==> config.mk <==
export PLATFORM = sky130hd
export DESIGN_NAME = des_key_sched_flat
export DESIGN_NICKNAME = d
export VERILOG_FILES = /design/src/rtl/des_key_sched_if.sv /design/src/rtl/des_key_sched.sv /design/src/flat_wrapper.sv
export SDC_FILE = /design/constraint.sdc
export NUM_CORES = 1
export LEC_CHECK = 0
export CELL_PAD_IN_SITES_DETAIL_PLACEMENT = 0
export CELL_PAD_IN_SITES_GLOBAL_PLACEMENT = 1
export CORE_UTILIZATION = 38
export CTS_CLUSTER_DIAMETER = 40
export DETAILED_ROUTE_END_ITERATION = 10
export PLACE_DENSITY_LB_ADDON = 0.1
export REMOVE_ABC_BUFFERS = 1
export SYNTH_ARGS = -nofsm -noshare
export SYNTH_HDL_FRONTEND = slang
export SYNTH_SLANG_ARGS = --single-unit
export TNS_END_PERCENT = 50
==> constraint.sdc <==
create_clock -name clk -period 2.4 [get_ports clk]
set_clock_uncertainty 0.05 [all_clocks]
set_input_delay 0.48 -clock clk [delete_from_list [all_inputs] [get_ports clk]]
set_output_delay 0.48 -clock clk [all_outputs]
set_load 0.03 [all_outputs]
==> src/rtl/des_key_sched_if.sv <==
`default_nettype none
// ============================================================================
//  Module      : des_key_sched_if
//  Description : Key-load / subkey-consume bus for the DES key schedule.
//                The master loads a key and strobes next_round; the slave
//                presents one 48-bit round subkey at a time.
//  Revision    : 1.0 - initial release
// ============================================================================
interface des_key_sched_if;
  logic        key_load;
  logic [63:0] key_in;
  logic        decrypt;
  logic        next_round;
  logic [47:0] subkey;
  logic        subkey_valid;
  logic [3:0]  round_num;
  logic        busy;
  logic        done;

  modport master (
    output key_load, key_in, decrypt, next_round,
    input  subkey, subkey_valid, round_num, busy, done
  );

  modport slave (
    input  key_load, key_in, decrypt, next_round,
    output subkey, subkey_valid, round_num, busy, done
  );
endinterface
`default_nettype wire

==> src/rtl/des_key_sched.sv <==
`default_nettype none
// ============================================================================
//  Module      : des_key_sched
//  Description : FIPS 46-3 DES key schedule. Holds the C/D halves and walks
//                them one round per next_round strobe, presenting PC-2(C,D)
//                as the current subkey in encrypt (K1..K16) or decrypt
//                (K16..K1) order.
//  Revision    : 1.0 - initial release
// ============================================================================
module des_key_sched (
  input  logic            clk,
  input  logic            n_rst,
  des_key_sched_if.slave  ks
);

  typedef enum logic [1:0] {
    ST_IDLE   = 2'd0,
    ST_ACTIVE = 2'd1,
    ST_DONE   = 2'd2
  } state_t;

  // PC-1: FIPS key bit numbers feeding C (first 28) then D (last 28).
  localparam int c_pc1 [56] = '{
    57, 49, 41, 33, 25, 17,  9,  1, 58, 50, 42, 34, 26, 18,
    10,  2, 59, 51, 43, 35, 27, 19, 11,  3, 60, 52, 44, 36,
    63, 55, 47, 39, 31, 23, 15,  7, 62, 54, 46, 38, 30, 22,
    14,  6, 61, 53, 45, 37, 29, 21, 13,  5, 28, 20, 12,  4
  };

  // PC-2: positions within the 56-bit {C,D} selected for the subkey.
  localparam int c_pc2 [48] = '{
    14, 17, 11, 24,  1,  5,  3, 28, 15,  6, 21, 10,
    23, 19, 12,  4, 26,  8, 16,  7, 27, 20, 13,  2,
    41, 52, 31, 37, 47, 55, 30, 40, 51, 45, 33, 48,
    44, 49, 39, 56, 34, 53, 46, 42, 50, 36, 29, 32
  };

  // Bit k is set when round k shifts by two (otherwise by one).
  localparam logic [16:1] c_shift2 = 16'b0111_1110_1111_1100;

  state_t      r_state, w_state_nxt;
  logic [27:0] r_c, r_d, w_c_nxt, w_d_nxt;
  logic [3:0]  r_round, w_round_nxt;
  logic        r_dir, w_dir_nxt;

  logic [55:0] w_cd0;
  logic [27:0] w_c0, w_d0;
  logic [4:0]  w_sidx;
  logic        w_two;

  // FIPS bit b of a vector of width W sits at index W-b (bit 1 is the MSB).
  function automatic logic [55:0] f_pc1(input logic [63:0] key);
    logic [55:0] res;
    res = '0;
    for (int i = 0; i < 56; i++) begin
      res[55 - i] = key[64 - c_pc1[i]];
    end
    return res;
  endfunction

  function automatic logic [47:0] f_pc2(input logic [55:0] cd);
    logic [47:0] res;
    res = '0;
    for (int j = 0; j < 48; j++) begin
      res[47 - j] = cd[56 - c_pc2[j]];
    end
    return res;
  endfunction

  function automatic logic [27:0] f_rotl(input logic [27:0] x, input logic two);
    return two ? {x[25:0], x[27:26]} : {x[26:0], x[27]};
  endfunction

  function automatic logic [27:0] f_rotr(input logic [27:0] x, input logic two);
    return two ? {x[1:0], x[27:2]} : {x[0], x[27:1]};
  endfunction

  // Key permutation and per-round shift amount lookup.
  always_comb begin
    w_cd0  = f_pc1(ks.key_in);
    w_c0   = w_cd0[55:28];
    w_d0   = w_cd0[27:0];
    // Encrypt moves into round r+2; decrypt undoes round 16-r.
    w_sidx = r_dir ? (5'd16 - {1'b0, r_round}) : ({1'b0, r_round} + 5'd2);
    w_two  = c_shift2[w_sidx];
  end

  // Next-state logic: key_load takes priority over next_round in any state.
  always_comb begin
    w_state_nxt = r_state;
    w_c_nxt     = r_c;
    w_d_nxt     = r_d;
    w_round_nxt = r_round;
    w_dir_nxt   = r_dir;
    if (ks.key_load) begin
      w_state_nxt = ST_ACTIVE;
      w_round_nxt = 4'd0;
      w_dir_nxt   = ks.decrypt;
      if (ks.decrypt) begin
        // Sixteen rounds total 28 shifts, so unrotated C0/D0 is K16.
        w_c_nxt = w_c0;
        w_d_nxt = w_d0;
      end else begin
        w_c_nxt = f_rotl(w_c0, 1'b0);
        w_d_nxt = f_rotl(w_d0, 1'b0);
      end
    end else begin
      case (r_state)
        ST_ACTIVE: begin
          if (ks.next_round) begin
            if (r_round == 4'd15) begin
              w_state_nxt = ST_DONE;
            end else begin
              w_round_nxt = r_round + 4'd1;
              if (r_dir) begin
                w_c_nxt = f_rotr(r_c, w_two);
                w_d_nxt = f_rotr(r_d, w_two);
              end else begin
                w_c_nxt = f_rotl(r_c, w_two);
                w_d_nxt = f_rotl(r_d, w_two);
              end
            end
          end
        end
        ST_DONE:  w_state_nxt = ST_IDLE;
        default:  w_state_nxt = ST_IDLE;
      endcase
    end
  end

  // State register with synchronous active-low reset.
  always_ff @(posedge clk) begin
    if (!n_rst) begin
      r_state <= ST_IDLE;
      r_c     <= '0;
      r_d     <= '0;
      r_round <= 4'd0;
      r_dir   <= 1'b0;
    end else begin
      r_state <= w_state_nxt;
      r_c     <= w_c_nxt;
      r_d     <= w_d_nxt;
      r_round <= w_round_nxt;
      r_dir   <= w_dir_nxt;
    end
  end

  assign ks.subkey       = f_pc2({r_c, r_d});
  assign ks.busy         = (r_state == ST_ACTIVE);
  assign ks.subkey_valid = (r_state == ST_ACTIVE);
  assign ks.done         = (r_state == ST_DONE);
  assign ks.round_num    = r_round;

endmodule
`default_nettype wire
==> src/flat_wrapper.sv <==
// flat-port wrapper written by rule: the top's interface ports become plain ports
module des_key_sched_flat 
  (clk, n_rst, ks_key_load, ks_key_in, ks_decrypt, ks_next_round, ks_subkey, ks_subkey_valid, ks_round_num, ks_busy, ks_done);
  des_key_sched_if ks_i ();
  input  logic clk;
  input  logic n_rst;
  input wire logic [$bits(ks_i.key_load)-1:0] ks_key_load;
  input wire logic [$bits(ks_i.key_in)-1:0] ks_key_in;
  input wire logic [$bits(ks_i.decrypt)-1:0] ks_decrypt;
  input wire logic [$bits(ks_i.next_round)-1:0] ks_next_round;
  output wire logic [$bits(ks_i.subkey)-1:0] ks_subkey;
  output wire logic [$bits(ks_i.subkey_valid)-1:0] ks_subkey_valid;
  output wire logic [$bits(ks_i.round_num)-1:0] ks_round_num;
  output wire logic [$bits(ks_i.busy)-1:0] ks_busy;
  output wire logic [$bits(ks_i.done)-1:0] ks_done;
  assign ks_i.key_load = ks_key_load;
  assign ks_i.key_in = ks_key_in;
  assign ks_i.decrypt = ks_decrypt;
  assign ks_i.next_round = ks_next_round;
  assign ks_subkey = ks_i.subkey;
  assign ks_subkey_valid = ks_i.subkey_valid;
  assign ks_round_num = ks_i.round_num;
  assign ks_busy = ks_i.busy;
  assign ks_done = ks_i.done;
  des_key_sched u_core (.clk(clk), .n_rst(n_rst), .ks(ks_i));
endmodule
**Word-level counts from Yosys, hierarchy flattened**

Memory sizes are Yosys's and may differ from the RTL's.
Cells that the tools add are included.

- $add $sub $neg: 3
- Order comparisons: 1
- Equal/unequal tests: 6
- Muxes and demuxes: 22
- Bitwise gates (word level): 3
- Reductions and logical operators: 8

Operators by type and width:

| cell | number |
|---|---|
| $mux W28 | 16 |
| $lt A5 B6 Y1 const B | 1 |
| $reduce_and A3 Y1 | 2 |
| $add A4 B2 Y5 const B | 1 |
| $mux W1 | 5 |
| $mux W5 | 1 |
| $sub A5 B4 Y5 const A | 1 |
| $add A4 B1 Y4 const B | 1 |
| $eq A4 B4 Y1 const B | 1 |
| $reduce_and A2 Y1 | 2 |
| $reduce_bool A2 Y1 | 2 |
| $ne A3 B2 Y1 const B | 1 |
| $ne A3 B3 Y1 const B | 1 |
| $not A1 Y1 | 3 |
| $reduce_or A3 Y1 | 1 |
| $eq A2 B1 Y1 const B | 1 |
| $eq A2 B2 Y1 const B | 1 |
| $ne A2 B2 Y1 const B | 1 |
| $reduce_or A2 Y1 | 1 |

- Flip-flop bits (word level): 63
- Memory bits (read-only): 32
- Output and inout port bits: 55
- Memories kept: 1

Memories:

| name | depth | width | rd ports | clocked after Yosys merged registers in | write ports | line | source |
|---|---|---|---|---|---|---|---|
| (no name shown) | 32 | 1 | 1 | 0 | 0 | des_key_sched.sv:85 | `w_two = c_shift2[w_sidx];` |

**Depth between registers and ports, before layout**

Gate-level depths: netlist of run 1.

- Depth in word-level cells: 10
- Depth in mapped cells: 9
- Mapped depth without buffers: 7

**Least setup slack after synthesis of run 1**

No wires, ideal clock.

- Path kind: register to register
- From: register u_core.r_round[2] (netlist: u_core.ks.round_num[2])
- To: register u_core.r_d[10]
- Library setup time: 74 ps
- Arrival time: 2184 ps
- Data required time: 2276 ps
- Slack: 92 ps
- Cell stages (with the launch flop): 10
- Path buffers: 2
- Period minus slack after synthesis: 2308 ps
- Cells stage by stage: dfxtp_1 > inv_1 > ha_1 > and3b_1 > o211ai_2 > mux2i_1 > buf_6 > buf_1 > a31oi_1 > a31oi_1

- Longest elaborated chain between the ends: 10

Ends and longest elaborated chain:

| what | line | source |
|---|---|---|
| from (decl) | des_key_sched.sv:43 | `logic [3:0] r_round, w_round_nxt;` |
| from (signal assigned) | des_key_sched.sv:143 | `r_round <= w_round_nxt;` |
| $sub A5 B4 Y5 / $add A4 B2 Y5 (equally long branches) | des_key_sched.sv:84 | `w_sidx = r_dir ? (5'd16 - {1'b0, r_round}) : ({1'b0, r_round} + 5'd2);` |
| $mux W5 | des_key_sched.sv:84 |  |
| $mem_v2 Z32 W1 | -- |  |
| $mux W1 (implied by the code) | des_key_sched.sv:85 |  |
| $mux W28 (on tied branches) | des_key_sched.sv:71, des_key_sched.sv:75 |  |
| $mux W28 | des_key_sched.sv:115 | `if (r_dir) begin` |
| $mux W28 | des_key_sched.sv:111 | `if (r_round == 4'd15) begin` |
| $mux W28 | des_key_sched.sv:110 | `if (ks.next_round) begin` |
| $mux W28 | des_key_sched.sv:108 | `case (r_state)` |
| $mux W28 | des_key_sched.sv:95 | `if (ks.key_load) begin` |
| to (signal assigned) | des_key_sched.sv:142 | `r_d <= w_d_nxt;` |
| to (decl) | des_key_sched.sv:42 | `logic [27:0] r_c, r_d, w_c_nxt, w_d_nxt;` |

Several ways; a longest one is shown, not always the timed one. The select of a mux whose other input is x is not followed.
A chain may end at the register's enable or synchronous reset.

**Worst setup path in the final report of run 1**

- From: register u_core.r_round[2] (netlist: u_core.ks.round_num[2])
- To: register u_core.r_d[20]

The elaborated chain is that of the path after synthesis.

==> impl_metrics.py, run 1 <==
metrics = {
    "clocking": {
        "cts_max_level": 3,
        "path_clk_slew_ps": 60,
        "cts.root.buffer_cell": "clkbuf_16",
        "cts_hold_buf": 0,
        "cts_buffers": 9,
        "cts_tree": "done",
        "cts_sinks": 63,
        "clockBufferDepth": 2,
        "insertion_delay_ps": 340,
    },
    "placement": {
        "pre_cts_ws_ps": 62.0,
        "finalWeightedCongestion": 0.801,
        "io_buffers": 115,
        "hpwl_mm": 10.5,
    },
    "outcome": {
        "status": "completed",
    },
    "power_and_ir_drop": {
        "p_per_area_mw_per_mm2": 541,
        "vdd_drop_max_mv": 0.304,
        "leakage_nw": 2.37,
    },
    "floorplanning": {
        "num_rows": 44,
        "die_area_mm2": 0.0153,
        "pin_count": 124,
        "die_w_um": 124,
        "coreArea_mm2": 0.0145,
        "initial_utilization_pct": 38.8,
        "die_y_um": 124,
    },
    "route": {
        "ant_nets": 0,
        "avgRoutedWirePerCell_um": 20.2,
        "drt_iter0_drc": 551,
        "vias": 5753,
        "vias_per_cell": 6.36,
        "firstDrtPassIters": 5,
        "drcViolationCount": 0,
        "routed_wl_mm": 18.3,
    },
    "layout": {
        "drive_gt1_share_pct": 7.63,
        "diodes": 0,
        "multi_input_area_mm2": 0.00360,
        "areaGrowthSynthToFinish_pct": 23.3,
        "nFillCells": 1435,
        "seq_area_mm2": 0.00126,
        "nets": 791,
    },
    "grt": {
        "grt_pass1_wl_mm": 28.4,
        "grt_pass1_vias": 5245,
        "overflow": 0,
        "antenna_found_initial": 0,
        "grt_usage_pct": 23.6,
        "grt_max_degree": 80,
    },
    "logic_synthesis": {
        "synth.area.top_cells": "dfxtp_1 22%, mux2i_1 20%, a31oi_1 12%",
        "synth_edf_count": 0,
        "synth.avg_cell_area_um2": 8.04,
        "async_flop_share_pct": 0,
        "synth.largest_area_cell": "dfxtp_1",
        "synth_ff_type": "dfxtp_1",
        "ys_warn_count": 0,
        "synth-seq-cells": 63,
        "synth-seq-area-share_pct": 22.4,
        "synth_top_cell_area_share_pct": 22.4,
        "synth_area_mm2": 0.00562,
        "synth_cells": 699,
        "synth.distinct_cells": 35,
    },
    "sta": {
        "setup_slack_ps": 143,
        "setup_viol": 0,
        "tightest_slew_ps": 1030,
        "slew_violations": 0,
        "slew_headroom_pct": 31.6,
        "hold_viol": 0,
        "maxClockFrequency_mhz": 443,
        "post-route-min-period_ps": 2260,
        "finalSetupTns_ps": 0,
        "finalCritPeriodShare_pct": 94.0,
    },
    "setup_path": {
        "r2r_start": "u_core.ks.round_num[2]",
        "arrival_ps": 2460,
        "start_kind": "register",
        "critPathLaunch": "u_core.ks.round_num[2]",
        "endpoint_kind": "register",
        "path_class": "register to register",
        "crit_required_ps": 2610,
        "critPathMaxFanout": 16,
    },
    "hold_path": {
        "hold_path_class": "register to register",
        "min-delay-start": "u_core.r_state[1]",
    },
    "run": {
        "drv_cap": 0,
    },
}
## area by class of cell
cell class | count | area share (%)
Sequential cell | 63 | 18.2
Clock buffer | 14 | 3.81
Multi-Input combinational cell | 494 | 52.0
Tap cell | 184 | 3.32
Timing Repair Buffer | 145 | 22.4
Inverter | 4 | 0.216
Clock inverter | 1 | 0.0722
## metrics by stage
stage                     power, W  instances  cell area, um^2  hold WS, ps  util, %
after global routing       0.00393        905             6940          421     47.9
after floorplan            0.00193        561             4840          357        -
after global placement     0.00250        888             6620          367     45.7
after CTS                  0.00376        903             6890          393     47.6
after detailed placement   0.00251        888             6620          382     45.7
final                      0.00375        905             6940          388     47.9
## final timing paths
| check | end | slack (ps) | depth (start not counted) |
|---|---|---|---|
| worst max-delay path | u_core.r_d[20] | 140 | 9 |
| worst min-delay path | u_core.r_state[1] | 390 | 1 |
| worst max register to register | u_core.r_d[20] | 140 | 9 |
| worst min register to register | u_core.r_state[1] | 390 | 1 |
## flip-flops by register name (all words and copies together) (netlist names)
register	flops
u_core.r_d	28
u_core.r_c	28
u_core.ks.round_num	4
u_core.r_dir	1
u_core.r_state	2
## per-layer routing
layer  vias to the layer above  share of wire (%)  wire, um  track usage, %
met5                         -                  0         0               0
met2                       214                 46      8500            38.6
met3                        21                6.4      1170            3.43
met1                      2792                 46      8370            31.7
li1                       2726                  -         -               -
met4                         0                1.3       231            7.38
## cells by family after synthesis
group,Yosys count,synth area share [%]
AO/OA/AOI/OAI,291,32.6
XOR/XNOR,4,0.623
adder cells (fa/ha/maj),5,1.11
buffers and inverters,142,14.2
flip-flops,63,22.4
multiplexers,114,20.3
AND/OR/NAND/NOR,80,8.83
## Yosys cell counts (all sizes together), types with 2 or more instances
cell,count
a211o,56
a211oi,2
a21oi,67
a22o,4
a31oi,104
and3,2
buf,80
clkbuf,58
dfxtp,63
ha,5
inv,4
mux2i,114
nand3,2
nand4,53
nor2,6
nor2b,6
o21ai,56
xnor2,4
## report_power, final
| part | internal, W | switching [W] | total (W) |
|---|---|---|---|
| clock network | 0.000750 | 0.000491 | 0.00124 |
| registers | 0.00114 | 0.000164 | 0.00130 |
| logic | 0.000549 | 0.000656 | 0.00121 |
| total | 0.00244 | 0.00131 | 0.00375 |
## placed cells by master, fill, tap and decap left out, types with 3 or more instances in the layout
cell	count
a21oi_1	66
clkdlybuf4s50_1	113
ha_1	5
clkbuf_16	10
nand4_1	53
a211o_1	56
xnor2_1	4
a22o_1	4
dfxtp_1	62
a31oi_1	104
nor2_1	5
nor2b_1	4
buf_12	13
mux2i_1	113
buf_4	18
clkbuf_1	3
o21ai_0	56
inv_1	4
## worst max-delay path, stage by stage (launching register included)
cell and delay, ps:
dfxtp_1 410, inv_1 100, ha_1 270, nor2b_1 160, a211oi_2 270, mux2i_4 120
buf_12 180, buf_4 170, a211o_1 260, a31oi_1 180
## timing repair
item,in CTS,in global routing
hold endpoints to repair,0,0
resized for setup,0,2
setup buffers,0,1
setup endpoints to repair,0,48
Note: power is estimated with default switching activity, not from simulation.
==> inputs of run 2 (changes only) <==
ABC_CLOCK_PERIOD_IN_PS = 2300   (was unset)
CORE_ASPECT_RATIO = 0.7   (was unset)
clock period = 2.3 ns   (was 2.4 ns; I/O delays follow)
==> run 2 against run 1 <==
Against the previous run:
- sequential cell count unchanged
- global-route usage down 0.34 points
- non-clock buffer count up 5
- critical path type unchanged
- highest routed layer unchanged
==> impl_metrics.py, run 2 (synthesized netlist as in run 1, its figures left out) <==
metrics = {
    "layout": {
        "drive_gt1_share_pct": 8.56,
        "mostFrequentLayoutCells": "113 x mux2i_1, 113 x clkdlybuf4s50_1, 104 x a31oi_1, 66 x a21oi_1, 61 x dfxtp_1",
        "fin_area_mm2": 0.00696,
        "multi_input_area_mm2": 0.00360,
        "nFillCells": 1383,
        "utilization_pct": 49.1,
        "seq_area_mm2": 0.00127,
        "areaGrowthSynthToFinish_pct": 23.8,
        "nets": 796,
        "diodes": 0,
    },
    "placement": {
        "placed_area_mm2": 0.00660,
        "finalWeightedCongestion": 0.743,
        "io_buffers": 115,
        "pre_cts_ws_ps": 63.7,
        "hpwl_mm": 11.1,
    },
    "clocking": {
        "clockBufferDepth": 2,
        "cts_hold_buf": 0,
        "cts_max_level": 3,
        "cts.root.buffer_cell": "clkbuf_16",
        "cts_sinks": 63,
        "insertion_delay_ps": 340,
        "cts_buffers": 9,
        "cts_tree": "done",
        "path_clk_slew_ps": 50,
    },
    "setup_path": {
        "cp_top_family": "buffers and inverters",
        "critPathMaxFanout": 41,
        "cp.depth": 9,
        "cp_num_buf_inv": 3,
        "cpPeakStageDelay_ps": 370,
        "endpoint_kind": "register",
        "r2r_cells": 9,
        "regToRegSetupSlack_ps": 60,
        "arrival_ps": 2440,
        "path_class": "register to register",
        "r2r-end": "u_core.r_d[22]",
        "crit_chain": "inv_1 -> ha_1 -> and3b_1 -> o211ai_2 -> mux2i_4 -> buf_4 -> buf_8 -> nand4_1 -> a31oi_1",
        "start_kind": "register",
        "r2r_start": "u_core.ks.round_num[2]",
        "crit_required_ps": 2510,
        "crit_slowest_cell": "dfxtp_1",
    },
    "grt": {
        "grt_pass1_wl_mm": 29.2,
        "grt_use_met2_pct": 35.6,
        "use_met3_pct": 4.14,
        "busiest_layer": "met2",
        "overflow": 0,
        "grt_max_degree": 83,
        "antenna_found_initial": 0,
        "grt_usage_pct": 23.2,
        "grt_pass1_vias": 5440,
        "grt_use_met1_pct": 33.0,
    },
    "run": {
        "drv_cap": 0,
    },
    "hold_path": {
        "holdPathEnd": "u_core.r_state[0]",
        "hold_path_class": "input pin to register",
        "hold_depth": 3,
        "min-delay-start": "ks_key_load",
    },
    "outcome": {
        "status": "completed",
    },
    "sta": {
        "setup_viol": 0,
        "slew_violations": 0,
        "maxClockFrequency_mhz": 447,
        "holdWs_ps": 423,
        "post-route-min-period_ps": 2240,
        "setup_slack_ps": 63.4,
        "hold_viol": 0,
        "finalCritPeriodShare_pct": 97.2,
        "tightest_slew_ps": 611,
        "slew_headroom_pct": 59.3,
    },
    "power_and_ir_drop": {
        "leakage_nw": 2.39,
        "p_per_area_mw_per_mm2": 564,
        "vdd_drop_max_mv": 0.308,
    },
    "route": {
        "drt_iter0_drc": 311,
        "ant_nets": 0,
        "firstDrtPassIters": 4,
        "drcViolationCount": 0,
        "vias": 5756,
        "vias_per_cell": 6.30,
        "routed_wl_mm": 18.9,
        "avgRoutedWirePerCell_um": 20.6,
    },
    "floorplanning": {
        "initial_utilization_pct": 39.6,
        "die_y_um": 104,
        "die_area_mm2": 0.0153,
        "coreArea_mm2": 0.0142,
        "die_w_um": 147,
        "num_rows": 36,
        "pin_count": 124,
    },
}
## run 2: cell count changes in the layout (fill, tap and decap cells not counted), moves of 2 or more
cell,delta
clkbuf_1,-3
buf_6,+2
buf_8,+2
buf_12,-5
buf_4,+5
## run 2: final cells by class
cell class	count	area share [%]
clock buffers	12	3.83
clock inverters	1	0.0719
inverters	4	0.216
multi-input cells	494	51.8
flip-flops and latches	63	18.2
well taps	190	3.41
repair buffers	150	22.5
## run 2: power breakdown
group,internal [W],switching (W)
Combinational,0.000567,0.000701
Sequential,0.00119,0.000166
Clock,0.000798,0.000504
## run 2: worst max-delay path by stage
stage | start | endpoint | slack [ps]
6_report | u_core.ks.round_num[2] | u_core.r_d[22] | 60
5_1_grt | u_core.ks.round_num[1] | u_core.r_d[1] | -20
4_1_cts | u_core.ks.round_num[1] | u_core.r_c[16] | 40
3_5_place_dp | u_core.ks.round_num[1] | u_core.r_d[4] | 60
3_3_place_gp | u_core.ks.round_num[1] | u_core.r_d[25] | 100
2_1_floorplan | u_core.r_dir | u_core.r_c[0] | -7330
## run 2: repair_timing
item	CTS	global route
endpoints found under the setup margin	0	56
buffers inserted	0	2
resized for setup	0	7
## run 2: worst min-delay path: stages
cell,delay [ps]
buf_4,150
a21oi_1,60
nor2b_1,100
## run 2: per-layer routing
metal	share of wire, %	wire (um)
met3	6.2	1180
met2	45	8400
met4	1.2	225
met1	48	9070
met5	0	0
## run 2: metrics by stage
stage,std cells,setup TNS [ps],power [W]
6_report,914,0,0.00393
5_1_grt,914,-230,0.00409
4_1_cts,908,0,0.00388
3_5_place_dp,895,0,0.00259
3_3_place_gp,895,0,0.00258
2_1_floorplan,561,-411360,0.00202
